[config.mk]
export PLATFORM = sky130hd
export DESIGN_NAME = afifo_rd_stream
export DESIGN_NICKNAME = d
export VERILOG_FILES = /design/src/rtl/afifo_rd_stream.sv
export SDC_FILE = /design/constraint.sdc
export NUM_CORES = 1
export LEC_CHECK = 0
export BUFFER_PORTS_ARGS = -buffer_cell sky130_fd_sc_hd__buf_2
export CAP_MARGIN = 20
export CORE_MARGIN = 10
export CORE_UTILIZATION = 56
export CTS_CLUSTER_SIZE = 12
export DETAILED_ROUTE_END_ITERATION = 12
export PLACE_DENSITY = 0.83
export SYNTH_ARGS = -nofsm -noshare
export SYNTH_HDL_FRONTEND = slang
export SYNTH_SLANG_ARGS = --single-unit
[constraint.sdc]
create_clock -name rclk -period 1.75 [get_ports rclk]
set_input_delay 0.0875 -clock rclk [delete_from_list [all_inputs] [get_ports rclk]]
set_output_delay 0.0875 -clock rclk [all_outputs]
set_load 0.01 [all_outputs]
[src/rtl/afifo_rd_stream.sv]
// afifo_rd_stream: read-side consumer for the async FIFO.
// Pops the FIFO read port (rinc/rempty/rdata) under a credit rule and
// re-presents the words as a valid/ready stream through a 3-entry
// prefetch buffer. Also offers a synchronous flush and a delivered-word count.
//
// Stream handshake: a word transfers on every rclk edge where m_valid and
// m_ready are both high. Once m_valid is high, m_valid and m_data hold
// until that transfer happens; only flush or reset may withdraw them.
// m_ready may change at any time and has no combinational path to rinc.
module afifo_rd_stream #(
    parameter int DATA_WIDTH = 32,
    parameter int RD_LATENCY = 1,
    parameter int CNT_WIDTH  = 16
) (
    input  logic                  rclk,
    input  logic                  rrst_n,
    input  logic                  rempty,
    input  logic [DATA_WIDTH-1:0] rdata,
    output logic                  rinc,
    output logic                  m_valid,
    input  logic                  m_ready,
    output logic [DATA_WIDTH-1:0] m_data,
    input  logic                  flush,
    output logic [1:0]            occ,
    output logic [CNT_WIDTH-1:0]  rd_count
);

    // Buffer storage and bookkeeping; pointers count modulo 3.
    logic [DATA_WIDTH-1:0] buf_q [3];
    logic [1:0]            wr_ptr;
    logic [1:0]            rd_ptr;
    logic [1:0]            occ_q;
    logic                  inflight;
    logic [CNT_WIDTH-1:0]  count_q;

    logic [2:0] committed;
    logic       wr_en;
    logic       pop;

    function automatic logic [1:0] ptr_inc(input logic [1:0] p);
        return (p == 2'd2) ? 2'd0 : p + 2'd1;
    endfunction

    // Credit rule and buffer write/pop strobes. Words already requested
    // (inflight) count against the three slots, so a returning word always
    // finds room. rinc is held low during reset so no pop leaves early.
    always_comb begin
        committed = {1'b0, occ_q} + {2'b00, inflight};
        rinc      = rrst_n && !rempty && !flush && (committed < 3'd3);
        wr_en     = !flush && ((RD_LATENCY == 0) ? rinc : inflight);
        pop       = m_valid && m_ready && !flush;
    end

    // Stream outputs come straight from the buffer registers.
    always_comb begin
        m_valid  = (occ_q != 2'd0);
        m_data   = buf_q[rd_ptr];
        occ      = occ_q;
        rd_count = count_q;
    end

    // Buffer, pointers, occupancy and read-latency tracking.
    always_ff @(posedge rclk or negedge rrst_n) begin
        if (!rrst_n) begin
            for (int i = 0; i < 3; i++) begin
                buf_q[i] <= '0;
            end
            wr_ptr   <= 2'd0;
            rd_ptr   <= 2'd0;
            occ_q    <= 2'd0;
            inflight <= 1'b0;
        end else if (flush) begin
            // Drop buffered words and any word returning at this edge.
            wr_ptr   <= 2'd0;
            rd_ptr   <= 2'd0;
            occ_q    <= 2'd0;
            inflight <= 1'b0;
        end else begin
            if (wr_en) begin
                buf_q[wr_ptr] <= rdata;
                wr_ptr        <= ptr_inc(wr_ptr);
            end
            if (pop) begin
                rd_ptr <= ptr_inc(rd_ptr);
            end
            case ({wr_en, pop})
                2'b10:   occ_q <= occ_q + 2'd1;
                2'b01:   occ_q <= occ_q - 2'd1;
                default: occ_q <= occ_q;
            endcase
            // With zero read latency the word lands at the rinc edge,
            // so nothing is ever outstanding.
            inflight <= (RD_LATENCY != 0) && rinc;
        end
    end

    // Delivered-word counter; wraps freely and survives flush.
    always_ff @(posedge rclk or negedge rrst_n) begin
        if (!rrst_n) begin
            count_q <= '0;
        end else if (pop) begin
            count_q <= count_q + 1'b1;
        end
    end

endmodule

# After elaboration in Yosys (flattened, before gate mapping)

Index checks and enable logic that the tools add are counted.

Bits in registers: 119
Input port bits: 37
Output and inout port bits: 52
Logic and storage cells: 54

$add $sub $neg: 6
Order comparisons: 4
Equal/unequal tests: 4
Multiplexer cells: 15
Bitwise logic cells: 3
Reduce and logical (&&, ||, !) cells: 14

Operators by type and width:

| operator              | count |
|---|---|
| $bwmux 96             | 1 |
| $mux 32               | 3 |
| $bmux 32 s2           | 1 |
| $demux 32 s2          | 1 |
| $add 16x1->16 const B | 1 |
| $mux 2                | 7 |
| $logic_and 1x1->1     | 7 |
| $add 2x1->2 const B   | 3 |
| $eq 2x2->1 const B    | 3 |
| $ge 3x3->1 const B    | 2 |
| $not 2->3             | 2 |
| $reduce_bool 2->1     | 3 |
| $pmux 2 s2            | 1 |
| $add 2x1->3           | 1 |
| $lt 3x1->1 const B    | 1 |
| $lt 3x2->1 const B    | 1 |
| $reduce_bool 3->1     | 1 |
| $eq 2x1->1 const B    | 1 |
| $logic_not 1->1       | 2 |
| $reduce_and 2->1      | 1 |
| $sub 2x1->2 const B   | 1 |
| $mux 1                | 1 |
| $not 1->1             | 1 |

# Depth between registers and ports, before layout

Depth in word-level cells: 6
Gate-level depth with buffers: 6
Gate-level depth less buffers: 5

# Worst setup path before layout

No wires, ideal clock.

Path type: register -> output
Start point: register occ_q[0], in the netlist occ[0]
End point: output port rinc
Arrival time: 1553 ps
Data required time: 1662 ps
Path slack: 109 ps
Stages on the path, launching flop included: 5
Buffers on the path: 0
Cells stage by stage: dfrtp_1 ha_1 ha_1 or4b_1 a21oi_1

Word-level cells in the longest chain between the ends: 3

Ends and longest elaborated chain:

| item                     | RTL line | source |
|---|---|---|
| start: declaration       | 32       | `logic [1:0] occ_q;` |
| start signal: assignment | 87       | `2'b10: occ_q <= occ_q + 2'd1;` |
| start signal: assignment | 88       | `2'b01: occ_q <= occ_q - 2'd1;` |
| start signal: assignment | 89       | `default: occ_q <= occ_q;` |
| $add 2x1->3              | 48       | `committed = {1'b0, occ_q} + {2'b00, inflight};` |
| $lt 3x2->1               | 49       | `rinc = rrst_n && !rempty && !flush && (committed < 3'd3);` |
| $logic_and 1x1->1        | 49       |  |
| end: declaration         | 19       | `output logic rinc,` |

No other way between the ends.

# Worst setup path in the final report

Start point: register inflight
End point: output port rinc

Word-level cells in the longest chain between the ends: 3

Ends and longest elaborated chain:

| item                     | RTL line | source |
|---|---|---|
| start: declaration       | 33       | `logic inflight;` |
| start signal: assignment | 93       | `inflight <= (RD_LATENCY != 0) && rinc;` |
| $add 2x1->3              | 48       |  |
| $lt 3x2->1               | 49       |  |
| $logic_and 1x1->1        | 49       |  |

No other way between the ends.

==> results.md <==
* Crit Path Max Fanout at 2
* Antenna diodes at 0
* Worst Skew at 0.00926 ns
* Critical Path Sink: rinc
* Skew-Pair Late Insertion Delay at 0.51 ns
* Design Area, Final at 7360 µm²
* #FFs+latches synth at 119
* Worst-path cell chain: ha_2 -> ha_2 -> or4b_4 -> a21oi_2 -> buf_2
* Placed Area at 6010 µm²
* Cell area power density at 1110 nW/µm²
* WHS at 0.0413 ns
* Core Area at 9280 µm²
* Min Clock Period, post-route at 2.05 ns
* EDFF count, synth at 0
* Clock buffer depth at 2
* Syn Inst Count at 408
* DIE AREA at 13800 µm²
* Fin crit share at 117%
* Register area share after synthesis at 55.8%
* Final Slew Violations at 0
* Xor and xnor area share after synthesis at 2.62%
* Compound-Gate Fraction of Synth Area at 3.89%
* CTS Root Cell: clkbuf_8
* Antenna viol nets, final at 0
* Crit path largest cell delay at 0.49 ns
* Cell family with most CP delay: simple AND/OR/NAND/NOR gates
* Total of max-cap violations at 0
* Slowest cell on crit path: or4b_4
* Fmax at 487 MHz
* Headroom to the max-slew limit at 58.5%
* Placer Congestion at 0.736
* Share of cells above drive strength 1 at 52.6%
* Mapped Area at 5340 µm²
* Largest net degree at the start of global routing at 120
* # clock sinks at 119
* Leakage at 0.00342 µW
* Final non-filler cell total at 697
* Area growth from synthesis to layout at 37.8%
* Slack of the critical path at -0.301 ns
* Register area at 2980 µm²
* Worst VDD drop at 0.654 mV
* Synth cell types at 32
* Post-layout nets at 595
* Status: finished, violations left
* Crit end category: primary output
* Synth Area in Simple Gates at 7.40%
* Detailed Place HPWL at 7590 µm
* Largest family of logic cells by synthesized area: multiplexers
* Die X at 118 µm
* CP required at 1.66 ns
* WL final at 13300 µm
* Gr usage total at 19.0%
* Crit Path Category: reg2out
* Worst setup SP type: flip-flop
* Post-Synth Adder-Cell Area at 0.703%
* FF-to-FF setup slack at 0.07 ns
* Most used cell along the critical path: ha_2
* Dpl ws at 0.0568 ns
* RSZ-0062 raised after global routing: true
* Multi-input combinational cell area at 2390 µm²
* Mux contribution to synthesized area at 27.0%
* Failing checks: negative setup slack
* Ys flop type: dfrtp_1
* 1st-iter DRT viols at 301
* Placed Cells at 617
* CTS clk-pin slew, worst paths at 0.06 ns
* Reg2Reg Depth at 6
* Residual DRC at 0
* Syn Area/Cell at 13.1 µm²
* Worst Setup SP: inflight
* Starting Density at 57.5%
* First-pass GRT wire length at 21500 µm
* Synth warn at 0
* Drt via density at 5.37
* Gr ovfl total at 0
* Least-Margin Pin Slew at 0.622 ns
* Critical path arrival at 1.96 ns
* Die Span Y at 118 µm
* Pre-antenna DRT Iters at 4
* Vias in the first global route at 4126
* Antenna violations before repair at 0
* Num rows at 35
* Worst path depth at 5
* Commonest non-fill, non-tap cell in the layout: dfrtp_1
* I/O pin total at 89
* Avg WL per Cell at 19.1 µm
* Setup TNS at -0.653 ns
* Most frequent cells in the layout: dfrtp_1, mux2_2, buf_2
* CTS tree: built
* Reg2reg start: inflight
* Vias at 3741
* Hold Violations, Final at 0
* Min-delay worst type: in2reg
* Crit path buffers/inverters at 1
* Reg-to-Reg End: buf_q[63]
* Syn Nets at 448
* CTS buffer count at 17
* Final setup fails at 22
* H-tree levels at 4
* Port Buf Inserts at 88
* # fillers at 560
* Post-synth ARST share at 100%
[final cells by class]
type | instances | share of cell area, %
clock buffers | 20 | 6.05
multi-input cells | 265 | 32.5
inverters | 1 | 0.0510
well taps | 129 | 2.19
repair buffers | 151 | 16.7
flip-flops and latches | 119 | 40.5
clock inverters | 12 | 2.04
[through the flow]
| stage | power, µW | util (%) |
|---|---|---|
| final | 8140 | 79.3 |
| after global routing | 8490 | 79.3 |
| after CTS | 8070 | 77.8 |
| after detailed placement | 4500 | 64.8 |
| after global placement | 4420 | 64.8 |
| after floorplan | 3970 | - |
[registers in the layout (all words and copies together), names as in the netlist]
register	cells
buf_q	96
inflight	1
occ	2
rd_count	16
rd_ptr	2
wr_ptr	2
[kinds of logic (layout without fill, tap and decap cells)]
logic type | after synthesis | count (layout)
compound gates | 40 | 40
xor+xnor | 16 | 16
fa+ha+maj | 3 | 3
buf+inv | 24 | 184
flops | 119 | 119
mux | 132 | 132
simple gates | 74 | 74
[worst min-delay path by stage]
stage	to	startpoint	slack, ns	depth (start not counted)
after floorplan	buf_q[0]	rrst_n	-0.21	0
after detailed placement	occ[0]	rrst_n	0.25	2
final	inflight	flush	0.04	4
after CTS	inflight	flush	0.03	4
after global placement	inflight	rrst_n	0.24	2
after global routing	inflight	flush	0.07	4
[report_power, final]
part | switching, µW | internal (µW) | leakage, µW
Sequential | 235 | 3110 | 0.00157
Combinational | 616 | 709 | 0.00156
Clock | 1230 | 2240 | 0.000287
Total | 2090 | 6060 | 0.00342
[cell usage after synthesis (all sizes together) (3+ instances only)]
library cell,n,share of area [%]
nand4,4,0.47
ha,3,0.70
nor2,9,0.63
mux2,98,21
mux2i,34,6.4
nand2,40,2.8
nor3b,3,0.84
xnor2,13,2.1
o21ai,34,3.3
dfrtp,119,56
a21oi,5,0.47
nor3,5,0.98
xor2,3,0.49
buf,16,2.0
clkbuf,7,0.49
nand3,6,0.56
[worst min-delay path, delay by kind of cell]
| kind | cells | cell delay (ns) |
|---|---|---|
| buffers and inverters | 2 | 0.24 |
| AND/OR/NAND/NOR | 1 | 0.15 |
| AO/OA/AOI/OAI | 1 | 0.03 |
[routing by layer]
| metal | GRT usage [%] | wire length, µm |
|---|---|---|
| met3 | 5.66 | 615 |
| met5 | 0 | 0 |
| met1 | 23.2 | 5660 |
| met4 | 5.95 | 182 |
| met2 | 31.4 | 6830 |
[what timing repair did]
item,CTS,global route
setup endpoints to repair,17,33
pin swaps,7,8
hold endpoints to repair,222,0
buffers inserted,5,3
hold buffers,36,0
resized for setup,48,55
cloned,6,1
Note: power is estimated with default switching activity, not from simulation.
